--- config.mk ---
export PLATFORM = sky130hd
export DESIGN_NAME = pc_predict
export DESIGN_NICKNAME = d
export VERILOG_FILES = /design/src/rtl/pc_predict.sv
export SDC_FILE = /design/constraint.sdc
export NUM_CORES = 2
export LEC_CHECK = 0
export CAP_MARGIN = 25
export CORE_MARGIN = 2
export CORE_UTILIZATION = 60
export CTS_CLUSTER_DIAMETER = 120
export CTS_CLUSTER_SIZE = 8
export DETAILED_ROUTE_END_ITERATION = 12
export GPL_ROUTABILITY_DRIVEN = 0
export PLACE_DENSITY_LB_ADDON = 0.25
export SYNTH_ARGS = -nofsm -noshare
export SYNTH_HDL_FRONTEND = slang
export SYNTH_SLANG_ARGS = --single-unit
--- constraint.sdc ---
create_clock -name clk -period 15.95 [get_ports clk]
set_input_delay 3.19 -clock clk [delete_from_list [all_inputs] [get_ports clk]]
set_output_delay 3.19 -clock clk [all_outputs]
set_load 0.005 [all_outputs]
--- src/rtl/pc_predict.sv ---
// pc_predict: fetch-PC generator with gshare direction prediction and a
// direct-mapped branch target buffer.
//
// Ports:
//   clk, rst            - clock, synchronous active-high reset
//   is_branch_in        - a resolved control transfer is reported this cycle
//   is_jump_in          - the resolved instruction is an unconditional jump
//   is_taken_in         - resolved outcome
//   is_miss_in          - resolved outcome was mispredicted; redirect fetch
//   last_pht_index      - PHT index used when the resolved instruction was fetched
//   inst_pc, target_in  - PC and resolved target of the resolved instruction
//   flush, exc_pc       - exception redirect and its address
//   stall               - hold the fetch PC
//   is_branch_taken     - prediction for pc_out
//   pht_index_out       - PHT index used for pc_out
//   pc_out              - current fetch PC
module pc_predict #(
    parameter int unsigned GHR_WIDTH          = 8,
    parameter int unsigned BTB_ADDR_WIDTH     = 6,
    parameter logic [31:0] RESET_PC           = 32'hbfc00000,
    parameter logic [31:0] FALLTHROUGH_OFFSET = 32'd8
) (
    input  logic                 clk,
    input  logic                 rst,
    input  logic                 is_branch_in,
    input  logic                 is_jump_in,
    input  logic                 is_taken_in,
    input  logic                 is_miss_in,
    input  logic [GHR_WIDTH-1:0] last_pht_index,
    input  logic [31:0]          inst_pc,
    input  logic [31:0]          target_in,
    input  logic                 flush,
    input  logic                 stall,
    input  logic [31:0]          exc_pc,
    output logic                 is_branch_taken,
    output logic [GHR_WIDTH-1:0] pht_index_out,
    output logic [31:0]          pc_out
);

    localparam int unsigned PHT_SIZE = 1 << GHR_WIDTH;
    localparam int unsigned BTB_SIZE = 1 << BTB_ADDR_WIDTH;
    localparam int unsigned TAG_W    = 30 - BTB_ADDR_WIDTH;

    logic [31:0]          pc;
    logic [GHR_WIDTH-1:0] ghr;
    logic [1:0]           pht [PHT_SIZE];

    logic [BTB_SIZE-1:0]  btb_valid;
    logic [BTB_SIZE-1:0]  btb_jump;
    logic [TAG_W-1:0]     btb_tag    [BTB_SIZE];
    logic [31:0]          btb_target [BTB_SIZE];

    logic [BTB_ADDR_WIDTH-1:0] look_idx;
    logic [TAG_W-1:0]          look_tag;
    logic                      btb_hit;
    logic [BTB_ADDR_WIDTH-1:0] upd_idx;
    logic [TAG_W-1:0]          upd_tag;
    logic [31:0]               next_pc;
    logic                      cond_update;

    assign pc_out = pc;

    // Lookup is purely combinational from the registered pc and predictor state.
    always_comb begin
        look_idx        = pc[BTB_ADDR_WIDTH+1:2];
        look_tag        = pc[31:BTB_ADDR_WIDTH+2];
        pht_index_out   = pc[GHR_WIDTH+1:2] ^ ghr;
        btb_hit         = btb_valid[look_idx] && (btb_tag[look_idx] == look_tag);
        is_branch_taken = btb_hit && (btb_jump[look_idx] || pht[pht_index_out][1]);
    end

    always_comb begin
        upd_idx     = inst_pc[BTB_ADDR_WIDTH+1:2];
        upd_tag     = inst_pc[31:BTB_ADDR_WIDTH+2];
        cond_update = is_branch_in && !is_jump_in;
    end

    // Redirects (flush, mispredict) override stall; stall overrides prediction.
    always_comb begin
        next_pc = pc + 32'd4;
        if (flush)
            next_pc = exc_pc;
        else if (is_miss_in)
            next_pc = is_taken_in ? target_in : (inst_pc + FALLTHROUGH_OFFSET);
        else if (stall)
            next_pc = pc;
        else if (is_branch_taken)
            next_pc = btb_target[look_idx];
    end

    always_ff @(posedge clk) begin
        if (rst) begin
            pc        <= RESET_PC;
            ghr       <= '0;
            btb_valid <= '0;
            btb_jump  <= '0;
        end else begin
            pc <= next_pc;
            if (cond_update)
                ghr <= {ghr[GHR_WIDTH-2:0], is_taken_in};
            if (is_branch_in && is_taken_in) begin
                btb_valid[upd_idx] <= 1'b1;
                btb_jump[upd_idx]  <= is_jump_in;
            end
        end
    end

    // Saturating 2-bit counters, all reset to weakly not-taken.
    always_ff @(posedge clk) begin
        if (rst) begin
            pht <= '{default: 2'b01};
        end else if (cond_update) begin
            if (is_taken_in && pht[last_pht_index] != 2'b11)
                pht[last_pht_index] <= pht[last_pht_index] + 2'd1;
            else if (!is_taken_in && pht[last_pht_index] != 2'b00)
                pht[last_pht_index] <= pht[last_pht_index] - 2'd1;
        end
    end

    // Tag and target need no reset: they are only consulted behind btb_valid.
    always_ff @(posedge clk) begin
        if (!rst && is_branch_in && is_taken_in) begin
            btb_tag[upd_idx]    <= upd_tag;
            btb_target[upd_idx] <= target_in;
        end
    end

endmodule

After elaboration in Yosys (flattened, before gate mapping). Memory sizes are Yosys's and may differ from the RTL's. A register that Yosys moved wholly into a read port is not among the register bits. Index checks and enable logic that the tools add are counted.

Output and inout bits: 41. Bits in registers: 680. Input port bits: 112. Memory bits (writable): 3584. Word-level logic and storage cells: 326. Memories: 2.

Reductions and logical operators: 17. Bitwise logic cells: 4. Equal/unequal tests: 3. Add/sub/neg operators: 4. $lt $le $gt $ge: 6. Muxes and demuxes: 30.

Memory list: btb_target (words 64, width 32, rd ports 1, clocked after Yosys merged registers in 1, write ports 1, line 51) `logic [31:0] btb_target [BTB_SIZE];`; btb_tag (words 64, width 24, rd ports 1, clocked after Yosys merged registers in 1, write ports 1, line 50) `logic [TAG_W-1:0] btb_tag [BTB_SIZE];`.

Operator list (count): $bwmux W512 (2); $mux W512 (2); $mux W32 (5); $bwmux W64 (1); $or A64 B64 Y64 (1); $add A32 B3 Y32 const B (1); $add A32 B4 Y32 const B (1); $bmux W2 S8 (2); $eq A24 B24 Y1 (1); $mux W6 (4); $ge A9 B9 Y1 const B (2); $not A8 Y9 (2); $demux W2 S8 (1); $lt A6 B7 Y1 const B (2); $bmux W1 S6 (2); $logic_and A1 B1 Y1 (10); $mux W2 (5); $lt A9 B1 Y1 const B (1); $xor A8 B8 Y8 (1); $demux W1 S6 (1); $ge A6 B1 Y1 const B (1); $mux W1 (5); $reduce_bool A2 Y1 (2); $logic_not A1 Y1 (3); 6 further kinds (6).

Depth between registers and ports, before layout.
Depth after elaboration: 13. Depth in mapped cells: 21.

Worst setup path after synthesis. Ideal clock, no wire load.

Kind: input to register. Start: input last_pht_index[0]. End: register (tool-made name). Cell stages on the path: 18. Buffers on the path: 5. Slack: 7.293 ns. Data arrival time: 8.516 ns. Path through: clkbuf_1 > clkbuf_1 > buf_1 > clkbuf_1 > mux4_2 > mux4_2 > mux4_2 > mux4_2 > ha_1 > nor2b_1 > o21a_1 > nor2b_1 > nand2_1 > nor3_1 > clkbuf_1 > nand2_1 > nand2_1 > o211ai_1.

RTL lines: start, declared (line 29) `input logic [GHR_WIDTH-1:0] last_pht_index,`.

==> impl_results.md <==
* Sequential cell fraction of total power at 0.474
* Final instance area at 196000 sq um
* CP endpoint kind: primary output
* Outcome: complete, no violations
* Gate Count Post-Synth at 9813
* Setup_tns at 0 ns
* Largest net degree at the start of global routing at 186
* Total grt overflow at 0
* Most numerous cell in the Yosys netlist: edfxtp_1
* Num rows at 196
* Cell Area, Placed at 178000 sq um
* HP Class: reg2reg
* Synth unique cells at 85
* Skew-Pair Late Insertion Delay at 1.03 ns
* First-pass GRT wire length at 787 mm
* Fill cells at 17335
* DIE WIDTH at 539 um
* Nets@finish at 10351
* Drt drc at 0
* Share of layout cells above drive strength 1 at 0.230
* Slew headroom at 0.178
* 1st-pass router iterations at 10
* Synth top area share at 0.626
* Final core occ at 0.686
* Clock Pin Slew Worst Setup and Hold Paths at 0.05 ns
* Port Buffer Count at 152
* DIE AREA at 291000 sq um
* Slew @ Worst Pin at 1.22 ns
* Pwr dens at 131 nW/um^2
* Vias at 105382
* Final hold violations at 0
* Reg area at 121000 sq um
* TritonCTS Buffers at 604
* CTS Buffer Depth at 4
* Area leader, netlist: edfxtp_1
* RSZ-0062 raised after global routing: false
* Crit path kind: reg2out
* Startpoint Class: flip-flop
* Clock sink count at 4270
* Most instantiated cells after synthesis: edfxtp_1, mux4_2, nand2_1
* Final Skew at 0.0444 ns
* P_sw at 0.00602 W
* Data required, critical path at 12.76 ns
* Final Max Slew Viols at 0
* Endpoints failing setup at 0
* Pint at 0.0197 W
* Comb power frac at 0.073
* Post-route ant nets at 0
* Synthesized flop and latch total at 4270
* Area of the multi-input gates at 48100 sq um
* Vias in the first global route at 104489
* EDFF count, synth at 3584
* Crit path max fanout at 56
* Avg Inst Size Synth at 17.5 sq um
* Synth Flop Type: edfxtp_1
* Post-synthesis async set-or-reset flop share at 0
* Area grow syn2layout at 13.7%
* Switching share of power at 0.234
* Total setup buffers inserted after CTS at 0
* Max Cap Viol at 0
* Ys Warns at 0
* Maximum vdd drop at 0.000162 V
* Root Buffer: clkbuf_16
* Drt via density at 7.45
* Die H at 539 um
* Max Clk Rate at 89.9 MHz
* Largest cells by area after synthesis: edfxtp_1, mux4_2, dfxtp_1, mux2i_1, nand2_1
* Syn_nets at 9932
* Tmin final at 11.12 ns
* Post-Syn Area at 172000 sq um
* Drt wl/cell at 39.8 um
* Leak at 61.6 nW
* Period utilization at 0.697
* Post-CTS sizing at 0
* Initial core utilization at 0.603
* DP Wirelength at 288 mm
* CTS tree: built
* Detailed Route Iter0 Violations at 18460
* Total routed wirelength at 563 mm
* Initial antenna violation count at 35
* Worst Path Arrival at 7.93 ns
* All-layer global routing usage at 0.386
* I/O pin count at 153
* Core area at 285000 sq um
* Sequential share of the synthesized area at 0.706
* Clk network pwr share at 0.453
* Cts-stage hold buffer count at 0
* H-tree Lvls at 6
## worst paths after layout
kind | startpoint | end | slack (ns) | cells past startpoint
worst max-delay path | flip-flop | is_branch_taken | 4.83 | 13
worst min register to register | flip-flop | flip-flop | 0.46 | 1
worst min-delay path | flip-flop | flip-flop | 0.46 | 1
worst max register to register | flip-flop | pc_out[1] | 8.63 | 13
## critical path, cell delays in order, from the launching register on
cell,delay (ns)
dfxtp_4,0.97
buf_4,0.80
buf_4,0.84
mux2i_1,0.30
a22oi_1,0.10
nand3_1,0.15
nand4_1,0.21
nor3_1,0.85
xnor2_1,0.25
a2111oi_1,0.55
nand4_1,0.16
buf_4,0.23
nor3_1,0.50
clkdlybuf4s50_1,0.81
## stage by stage
| stage | total power, W | hold WS (ns) | instances | setup slack [ns] |
|---|---|---|---|---|
| 6_report | 0.0257 | 0.461 | 14145 | 4.83 |
| 3_3_place_gp | 0.0141 | 0.442 | 13338 | 5.62 |
| 4_1_cts | 0.0257 | 0.460 | 14095 | 4.93 |
| 5_1_grt | 0.0262 | 0.476 | 14135 | 4.55 |
| 2_1_floorplan | 0.0135 | 0.430 | 9813 | 7.29 |
| 3_5_place_dp | 0.0142 | 0.448 | 13358 | 5.42 |
## per-layer routing
| layer | wire, um | global-route usage | vias up |
|---|---|---|---|
| met1 | 180000 | 0.491 | 53424 |
| met2 | 258000 | 0.585 | 9429 |
| li1 | - | - | 40329 |
| met4 | 44400 | 0.257 | 18 |
| met3 | 79800 | 0.110 | 2182 |
| met5 | 122 | 0.000329 | - |
## area by class of cell
cell class,count,share of cell area
tap,3762,0.0241
inverter,28,0.000621
clock inverter,53,0.00556
timing repair buffer,533,0.0238
multi-input combinational,4795,0.246
sequential,4270,0.621
antenna,20,0.000256
clock buffer,684,0.0795
## state kept, by name, summed over array words and instances (netlist names), named ones only
signal,flops
btb_jump,64
btb_tag,1536
btb_target,2048
btb_valid,64
ghr,8
pc_out,32
pht,256
## kinds of logic (layout without fill, tap and decap cells)
kind of cell | Yosys count | count (layout) | share of synthesized area
adder cells (fa/ha/maj) | 7 | 7 | 0.000509
XOR/XNOR | 81 | 81 | 0.00417
other | 0 | 20 | 0
buffers and inverters | 748 | 1298 | 0.0191
multiplexers | 1591 | 1591 | 0.175
flip-flops | 4270 | 4270 | 0.706
AND/OR/NAND/NOR | 1774 | 1774 | 0.0456
AO/OA/AOI/OAI | 1342 | 1342 | 0.0501
## power by group through the flow
stage	Clock [W]	Combinational, W	Sequential, W
2_1_floorplan	0	0.00111	0.0124
3_3_place_gp	0	0.00175	0.0124
3_5_place_dp	0	0.00178	0.0124
4_1_cts	0.0117	0.00181	0.0122
5_1_grt	0.0121	0.00192	0.0122
6_report	0.0117	0.00187	0.0122
## cells in the final DEF (no fill, tap or decap), types with 52 or more instances in the layout
| cell type | instances |
|---|---|
| a211o_1 | 58 |
| a21oi_1 | 393 |
| a22oi_1 | 185 |
| buf_2 | 63 |
| buf_4 | 333 |
| clkbuf_1 | 74 |
| clkbuf_16 | 610 |
| clkdlybuf4s50_1 | 88 |
| dfxtp_1 | 678 |
| edfxtp_1 | 3584 |
| mux2i_1 | 447 |
| mux4_2 | 1126 |
| nand2_1 | 693 |
| nand3_1 | 408 |
| nand4_1 | 59 |
| nor2_1 | 331 |
| nor2_4 | 74 |
| o211ai_1 | 123 |
| o21ai_0 | 306 |
| o311ai_0 | 101 |
| xnor2_1 | 52 |
No activity file was read; power rests on OpenSTA's default activity.
